File: config.mk
export PLATFORM = sky130hd
export DESIGN_NAME = bcd_countdown_timer
export DESIGN_NICKNAME = d
export VERILOG_FILES = /design/src/rtl/bcd_countdown_timer_pkg.sv /design/src/rtl/bcd_countdown_timer_pair_down.sv /design/src/rtl/bcd_countdown_timer.sv
export SDC_FILE = /design/constraint.sdc
export NUM_CORES = 1
export LEC_CHECK = 0
export ABC_CLOCK_PERIOD_IN_PS = 3600
export CORE_ASPECT_RATIO = 0.7
export CORE_MARGIN = 2
export CORE_UTILIZATION = 47
export CTS_CLUSTER_SIZE = 24
export DETAILED_ROUTE_END_ITERATION = 8
export MAX_ROUTING_LAYER = met4
export PLACE_DENSITY_LB_ADDON = 0.25
export SYNTH_ARGS = -nofsm -noshare
export SYNTH_HDL_FRONTEND = slang
export SYNTH_SLANG_ARGS = --single-unit
File: constraint.sdc
create_clock -name clk -period 3.6 [get_ports clk]
set_input_delay 0.72 -clock clk [delete_from_list [all_inputs] [get_ports clk]]
set_output_delay 0.72 -clock clk [all_outputs]
set_load 0.01 [all_outputs]
File: src/rtl/bcd_countdown_timer_pkg.sv
// Shared types and constants for the BCD countdown timer and its digit-pair counters.
// The packed-BCD pair format matches the up-counting clock, so one display path serves both.
package bcd_countdown_timer_pkg;

  typedef enum logic [1:0] {IDLE, RUN, PAUSE, DONE} state_t;

  typedef logic [3:0] bcd_digit_t;
  typedef logic [7:0] bcd_pair_t;

  localparam bcd_pair_t BCD_59   = 8'h59;
  localparam bcd_pair_t BCD_ZERO = 8'h00;

  // True when the units digit is 0..9 and the tens digit does not exceed max_tens.
  function automatic logic bcd_pair_ok(bcd_pair_t v, bcd_digit_t max_tens);
    return (v[7:4] <= max_tens) && (v[3:0] <= 4'd9);
  endfunction

endpackage

File: src/rtl/bcd_countdown_timer_pair_down.sv
// One packed-BCD digit pair that counts down, wrapping 00 -> MOD_MAX and raising a borrow.
// Used for seconds and minutes (MOD_MAX 59) and for hours (MOD_MAX 99, never wraps in use).
module bcd_pair_down
  import bcd_countdown_timer_pkg::*;
#(
  parameter int MOD_MAX = 59
) (
  input  logic      clk,
  input  logic      rst,
  input  logic      load,
  input  bcd_pair_t load_value,
  input  logic      dec_en,
  output bcd_pair_t value,
  output logic      borrow_out,
  output logic      zero
);

  localparam bcd_digit_t WRAP_TENS  = bcd_digit_t'(MOD_MAX / 10);
  localparam bcd_digit_t WRAP_UNITS = bcd_digit_t'(MOD_MAX % 10);

  bcd_pair_t value_reg;
  bcd_pair_t value_next;

  always_comb begin
    value_next = value_reg;
    if (load) begin
      value_next = load_value;
    end else if (dec_en) begin
      if (value_reg == BCD_ZERO) begin
        value_next = {WRAP_TENS, WRAP_UNITS};
      end else if (value_reg[3:0] == 4'd0) begin
        value_next = {value_reg[7:4] - 4'd1, 4'd9};
      end else begin
        value_next = {value_reg[7:4], value_reg[3:0] - 4'd1};
      end
    end
  end

  always_ff @(posedge clk) begin
    if (rst) begin
      value_reg <= BCD_ZERO;
    end else begin
      value_reg <= value_next;
    end
  end

  assign value      = value_reg;
  assign zero       = (value_reg == BCD_ZERO);
  assign borrow_out = dec_en && !load && (value_reg == BCD_ZERO);

endmodule

File: src/rtl/bcd_countdown_timer.sv
// hh:mm:ss BCD countdown timer: preset validation, run/pause FSM and 1 s prescaler.
// Decrements once per tick through a sec -> min -> hour borrow chain and stops at zero.
module bcd_countdown_timer
  import bcd_countdown_timer_pkg::*;
#(
  parameter int CLK_DIV  = 100000000,
  parameter int MAX_HOUR = 23
) (
  input  logic       clk,
  input  logic       rst,
  input  logic       enable,
  input  logic       load,
  input  logic [7:0] load_hour,
  input  logic [7:0] load_min,
  input  logic [7:0] load_sec,
  input  logic       start,
  input  logic       pause,
  output logic [7:0] hour,
  output logic [7:0] min,
  output logic [7:0] sec,
  output logic       running,
  output logic       done,
  output logic       expired,
  output logic       load_err
);

  localparam int PW = (CLK_DIV > 1) ? $clog2(CLK_DIV) : 1;
  localparam logic [PW-1:0] PRESC_LAST = PW'(CLK_DIV - 1);

  state_t        state_reg;
  state_t        state_next;
  logic [PW-1:0] presc_reg;
  logic          running_reg;
  logic          done_reg;
  logic          expired_reg;
  logic          load_err_reg;

  logic [6:0] hour_dec;
  logic       preset_ok;
  logic       load_ok;
  logic       load_bad;
  logic       advance;
  logic       tick;
  logic       reaching_zero;
  logic       count_zero;

  bcd_pair_t sec_value, min_value, hour_value;
  logic      sec_borrow, min_borrow, hour_borrow;
  logic      sec_zero, min_zero, hour_zero;

  assign hour_dec  = {3'b000, load_hour[7:4]} * 7'd10 + {3'b000, load_hour[3:0]};
  assign preset_ok = bcd_pair_ok(load_hour, 4'd9) && (hour_dec <= 7'(MAX_HOUR)) &&
                     bcd_pair_ok(load_min, 4'd5) && bcd_pair_ok(load_sec, 4'd5);
  assign load_ok   = load && preset_ok;
  assign load_bad  = load && !preset_ok;

  // Any load (even a rejected one) and pause outrank the tick, freezing the prescaler.
  assign advance       = (state_reg == RUN) && enable && !load && !pause;
  assign tick          = advance && (presc_reg == PRESC_LAST);
  assign count_zero    = hour_zero && min_zero && sec_zero;
  assign reaching_zero = tick && hour_zero && min_zero && (sec_value == 8'h01);

  bcd_pair_down #(.MOD_MAX(59)) u_sec (
    .clk(clk), .rst(rst), .load(load_ok), .load_value(load_sec),
    .dec_en(tick), .value(sec_value), .borrow_out(sec_borrow), .zero(sec_zero)
  );

  bcd_pair_down #(.MOD_MAX(59)) u_min (
    .clk(clk), .rst(rst), .load(load_ok), .load_value(load_min),
    .dec_en(sec_borrow), .value(min_value), .borrow_out(min_borrow), .zero(min_zero)
  );

  bcd_pair_down #(.MOD_MAX(99)) u_hour (
    .clk(clk), .rst(rst), .load(load_ok), .load_value(load_hour),
    .dec_en(min_borrow), .value(hour_value), .borrow_out(hour_borrow), .zero(hour_zero)
  );

  always_comb begin
    state_next = state_reg;
    if (load_ok) begin
      state_next = IDLE;
    end else if (!load) begin
      if (pause) begin
        if (state_reg == RUN) state_next = PAUSE;
      end else if (start && (((state_reg == IDLE) && !count_zero) || (state_reg == PAUSE))) begin
        state_next = RUN;
      end else if (reaching_zero || hour_borrow) begin
        // hour_borrow would mean a tick at zero; treat it as expiry rather than wrapping.
        state_next = DONE;
      end
    end
  end

  always_ff @(posedge clk) begin
    if (rst) begin
      state_reg    <= IDLE;
      presc_reg    <= '0;
      running_reg  <= 1'b0;
      done_reg     <= 1'b0;
      expired_reg  <= 1'b0;
      load_err_reg <= 1'b0;
    end else begin
      state_reg <= state_next;
      if (load_ok) begin
        presc_reg <= '0;
      end else if (advance) begin
        presc_reg <= tick ? '0 : presc_reg + 1'b1;
      end
      running_reg  <= (state_next == RUN);
      done_reg     <= (state_next == DONE) && (state_reg == RUN);
      expired_reg  <= (state_next == DONE);
      load_err_reg <= load_bad;
    end
  end

  assign hour     = hour_value;
  assign min      = min_value;
  assign sec      = sec_value;
  assign running  = running_reg;
  assign done     = done_reg;
  assign expired  = expired_reg;
  assign load_err = load_err_reg;

endmodule

==> metrics.yaml, run 1 <==
clock_network:
  cts_max_level: 3
  clkTransAtPathRegs_ps: 60
  cts_made_buffers: 9
  cts_tree: "built"
  clockRootBuffer: "clkbuf_8"
  clock_latency_ps: 340
  clockBufferDepth: 2
  cts_sinks: 57
cells_and_area:
  multi_input_area_um2: 2120
  largest_reg_flops: 27
  final_util_pct: 61.3
  fill_cells: 631
  n_antenna_cell: 0
  final_nets: 544
  final_cell_mix: "dfxtp_1 (57), clkdlybuf4s50_1 (57), nor2_1 (51), a21oi_1 (35), nand2_1 (30)"
  syn2layout_area_growth_pct: 28.4
  drive_above_1_share_pct: 12.2
  ff_latch_area_um2: 1140
yosys:
  synth_ff_type: "dfxtp_1"
  ys_ff_latch: 57
  synth.avg_cell_area_um2: 8.08
  synth_edf_count: 0
  synth_warnings: 0
  synthArstFlopShare_pct: 0
  synth_area_leaders: "dfxtp_1 (33%), ha_1 (5.8%), nor2_1 (5.6%)"
  netlist_area_um2: 3440
  yosysTopAreaCellShare_pct: 33.2
  ys_seq_area_share_pct: 33.2
  syn_nets: 473
  post_synth_num_cell_types: 56
  synth_largest_area_cell: "dfxtp_1"
  netlist_instances: 425
drt:
  dr_total_vias: 3271
  drt-initial-drc-count: 220
  wl_um: 8780
  wire_per_inst_um: 14.7
  viasPerCell: 5.47
  drt_first_pass_iters: 5
  detail-route-antenna-nets: 0
  drc: 0
global_route:
  gr-total-overflow: 0
  grt_pass1_vias: 3041
  track_usage_pct: 23.6
  antenna_found_initial: 0
  grt_max_degree: 37
  grt_first_pass_wirelength_um: 14500
worst_setup_path:
  start_kind: "input port"
  critical_path_arrival_ps: 3690
  r2r_slack_ps: 940
  cpPeakStageDelay_ps: 430
  crit_type: "input port to flop"
  crit_chain: "clkdlybuf4s50_1 > ha_1 > ha_1 > inv_1 > fa_1 > buf_4 > nand2b_1 > mux2_2 > o22ai_1 > nand4_1 > buf_6 > or2_2 > a21oi_1"
  cp_slowest_cell: "clkdlybuf4s50_1"
  cp.required_ps: 3870
  crit_path_end_kind: "flop"
  path_max_fanout: 36
  critical_path.most_common_cell: "ha_1"
pwr:
  ir_worst_vdd_v: 0.000221
  powerDensity_nw_per_um2: 310
  p_leak_nw: 1.63
  power.total_mw: 1.37
run:
  maxCapViolations: 0
floorplan:
  dieWidth_um: 106
  io_pins: 58
  start_util_pct: 47.8
  die_h_um: 75.5
  die_area_um2: 8020
  rows: 26
  core_area_um2: 7190
placed_design:
  dpl.hpwl_um: 6410
  port_buffers: 57
  gp_congestion: 0.909
  post-place-ws_ps: -212
timing:
  fin_skew_ps: 8.49
  slew_headroom_pct: 54.0
  finalCritPeriodShare_pct: 95.2
  rsz0062_at_grt: "false"
  hold_viol: 0
  layout_setup_ws_ps: 174
  fin_crit_ps: 3430
  finalSetupViolations: 0
  finalMaxSlewViolations: 0
  worst_pin_slew_ps: 688
  clock.fmax_ghz: 0.292
outcome:
  status: "complete, no violations"
worst_hold_path:
  min_path_type: "flop to flop"
[worst max-delay path, delay by kind of cell]
family,cells,cell delay (ps)
AND/OR/NAND/NOR,3,590
AO/OA/AOI/OAI,2,320
buffers and inverters,4,870
adder cells (fa/ha/maj),3,910
multiplexers,1,280
[layer usage]
metal,vias to the layer above,wire (um),GRT usage [%]
met5,-,0,-
met4,0,165,7.02
met3,17,559,5.82
met2,108,3860,36.9
met1,1506,4200,30.6
li1,1640,-,-
[cell type report]
type / instances / area share [%]
Sequential cell: 57 / 25.9
Clock buffer: 12 / 3.52
Tap cell: 98 / 2.78
Timing Repair Buffer: 76 / 16.5
Clock inverter: 3 / 0.908
Multi-Input combinational cell: 325 / 48.1
Inverter: 27 / 2.30
[path summary, 6_finish.rpt]
check,endpoint,depth (start not counted),start
worst max-delay path,u_sec.value[4],13,load_hour[5]
worst min-delay path,presc_reg[1],2,presc_reg[1]
worst min register to register,presc_reg[1],2,presc_reg[1]
worst max register to register,running,8,u_min.value[0]
[synth_stat cells, types with 3 or more instances]
| cell type | instances |
|---|---|
| nor4_1 | 7 |
| or2_2 | 6 |
| xor2_1 | 15 |
| a211oi_1 | 8 |
| mux2i_1 | 5 |
| or3b_2 | 5 |
| nand3_1 | 22 |
| and3_1 | 7 |
| nor2b_1 | 3 |
| and4_1 | 3 |
| a31o_2 | 5 |
| or3_1 | 4 |
| clkbuf_1 | 12 |
| inv_1 | 27 |
| xnor2_1 | 13 |
| a21oi_1 | 35 |
| dfxtp_1 | 57 |
| a2bb2oi_1 | 3 |
| nor3b_1 | 7 |
| nor3_1 | 8 |
| o21ai_0 | 15 |
| ha_1 | 16 |
| nand4_1 | 11 |
| nor2_1 | 51 |
| and2_1 | 4 |
| nand2b_1 | 3 |
| nand3b_1 | 4 |
| o211ai_1 | 4 |
| nand2_1 | 30 |
[cells by family (layout without fill, tap and decap cells)]
kind of cell	after synthesis	after routing	share of synthesized area (%)
compound gates	86	86	15.7
xor+xnor	28	28	7.14
flops	57	57	33.2
fa+ha+maj	19	19	7.28
simple gates	186	186	29.7
mux	6	6	1.78
buf+inv	43	118	5.21
[power breakdown]
part | switching, mW | internal [mW]
clock | 0.250 | 0.351
combinational | 0.0628 | 0.0684
sequential | 0.00155 | 0.632
[stage by stage]
stage,hold WS [ps],setup TNS (ps),instance area (um^2),std cells
6_report,473,0,4410,598
5_1_grt,507,0,4410,598
4_1_cts,476,0,4400,598
3_5_place_dp,465,-4300,4210,583
3_3_place_gp,456,-673,4210,583
2_1_floorplan,444,0,3440,425
[repair_timing]
action / 4_1_cts / 5_1_grt
gates resized for setup: 0 / 2
buffers inserted: 0 / 0
setup endpoints to repair: 0 / 5
hold buffers: 0 / 0
No activity file was read; power rests on OpenSTA's default activity.
==> inputs of run 2 (changes only) <==
--- a/config.mk
+++ b/config.mk
@@ -14,4 +14,5 @@
 export MAX_ROUTING_LAYER = met4
 export PLACE_DENSITY_LB_ADDON = 0.25
+export SETUP_SLACK_MARGIN = 0.3
 export SYNTH_ARGS = -nofsm -noshare
 export SYNTH_HDL_FRONTEND = slang
==> constraint.sdc (replaced) <==
create_clock -name clk -period 3.6 [get_ports clk]
set_input_delay 0.54 -clock clk [delete_from_list [all_inputs] [get_ports clk]]
set_output_delay 0.54 -clock clk [all_outputs]
set_load 0.01 [all_outputs]
==> run 2 against run 1 <==
  * Sequential power about the same
  * Combinational power grew 9.9%
  * Sequential share of layout area down 0.38 points
  * Routed wire length grew 3.6%
  * First-iteration DRC count up 39%
  * Non-clock buffer count is 4 lower
  * Utilization grew 0.92 points
  * Worst hold slack better by 14 ps
  * Critical endpoint is now u_min.value[6]
  * Largest cell class unchanged
==> metrics.yaml, run 2 (synthesized netlist as in run 1, its figures left out) <==
outcome:
  status: "complete, no violations"
pwr:
  ir_worst_vdd_v: 0.000188
  powerDensity_nw_per_um2: 308
  power.total_mw: 1.38
  p_leak_nw: 1.68
clock_network:
  cts.hold.buffers_added: 0
  clock_latency_ps: 340
  cts_sinks: 57
  cts_made_buffers: 9
  clkTransAtPathRegs_ps: 60
  clockBufferDepth: 2
  clockRootBuffer: "clkbuf_8"
  cts_tree: "built"
  cts_max_level: 3
timing:
  fin_crit_ps: 3210
  layout_setup_ws_ps: 392
  finalCritPeriodShare_pct: 89.1
  slew_headroom_pct: 52.5
  rsz0062_at_grt: "false"
  hold_viol: 0
  worst_pin_slew_ps: 711
  finalSetupViolations: 0
  whs_ps: 487
  clock.fmax_ghz: 0.312
  fin_skew_ps: 5.65
  finalMaxSlewViolations: 0
placed_design:
  gp_congestion: 0.887
  dpl.hpwl_um: 6360
  post-place-ws_ps: -52.1
  post_dp_cell_area_um2: 4150
  port_buffers: 57
worst_setup_path:
  start_kind: "input port"
  critical_path_arrival_ps: 3490
  crit_path_end_kind: "flop"
  cp_slowest_cell: "clkdlybuf4s50_1"
  crit_chain: "clkdlybuf4s50_1 > ha_1 > ha_1 > inv_1 > fa_1 > xnor2_2 > mux2_4 > o22ai_4 > nand4_1 > buf_6 > buf_12 > or2_2 > a21oi_1"
  path_max_fanout: 12
  cp.required_ps: 3880
  crit_type: "input port to flop"
  critPathBufInv: 4
  path_delay_family: "buffers and inverters"
  cpPeakStageDelay_ps: 540
  critical_path.most_common_cell: "ha_1"
drt:
  drt-initial-drc-count: 305
  wl_met1_um: 4390
  wire_per_inst_um: 15.3
  drt_first_pass_iters: 4
  wl_met2_um: 3980
  viasPerCell: 5.54
  wl_um: 9090
  dr_total_vias: 3292
  top_layer: "met4"
  wl_met3_um: 655
  drc: 0
  detail-route-antenna-nets: 0
global_route:
  antenna_found_initial: 0
  grt_first_pass_wirelength_um: 14100
  track_usage_pct: 23.0
  grt_max_degree: 47
  gr-total-overflow: 0
  grt_pass1_vias: 2947
cells_and_area:
  final_util_pct: 62.3
  final_cell_mix: "dfxtp_1 (57), clkdlybuf4s50_1 (55), nor2_1 (51), a21oi_1 (34), nand2_1 (30)"
  drive_above_1_share_pct: 12.5
  design_area_um2: 4480
  largest_reg_flops: 27
  fill_cells: 617
  layout_commonest_cell: "dfxtp_1"
  n_antenna_cell: 0
  final_nets: 540
  syn2layout_area_growth_pct: 30.3
floorplan:
  rows: 26
  io_pins: 58
  start_util_pct: 47.8
  core_area_um2: 7190
  dieWidth_um: 106
  die_h_um: 75.5
  die_area_um2: 8020
worst_hold_path:
  min_path_type: "flop to flop"
run:
  maxCapViolations: 0
[run 2: routing by layer]
metal	global-route usage (%)	vias up
met4	5.99	0
met1	30.4	1533
li1	-	1654
met2	34.9	97
met3	6.42	8
met5	-	-
[run 2: worst paths after layout]
| kind | start | end | slack (ps) | cells after the start |
|---|---|---|---|---|
| min | presc_reg[1] | presc_reg[1] | 490 | 2 |
| max | load_hour[6] | u_min.value[6] | 390 | 13 |
| max reg2reg | u_min.value[0] | running | 910 | 8 |
| min reg2reg | presc_reg[1] | presc_reg[1] | 490 | 2 |
[run 2: tightest hold or removal path, cell delays in order, from the launching register on]
cell and delay (ps):
dfxtp_1 330, nand2_1 60, a21oi_1 50
[run 2: final cells by class]
cell class	instances	area, um^2	share of cell area [%]
sequential	57	1140	25.5
clock buffer	12	155	3.47
tap	98	123	2.74
inverter	27	101	2.26
clock inverter	3	40.0	0.894
timing repair buffer	72	756	16.9
multi-input combinational	325	2160	48.3
[run 2: where the power goes]
group	switching [mW]	internal, mW	leakage, nW
Clock	0.249	0.351	0.102
Sequential	0.00156	0.632	0.459
Combinational	0.0705	0.0739	1.12
[run 2: what timing repair did]
action,4_1_cts,5_1_grt
hold endpoints to repair,0,0
setup buffers,0,2
setup endpoints to repair,0,49
gates resized for setup,0,11
[run 2: metrics by stage]
step	std cells	setup TNS [ps]
after detailed placement	574	-232
after global placement	574	0
after global routing	594	0
final	594	0
after floorplan	425	0
after CTS	589	0
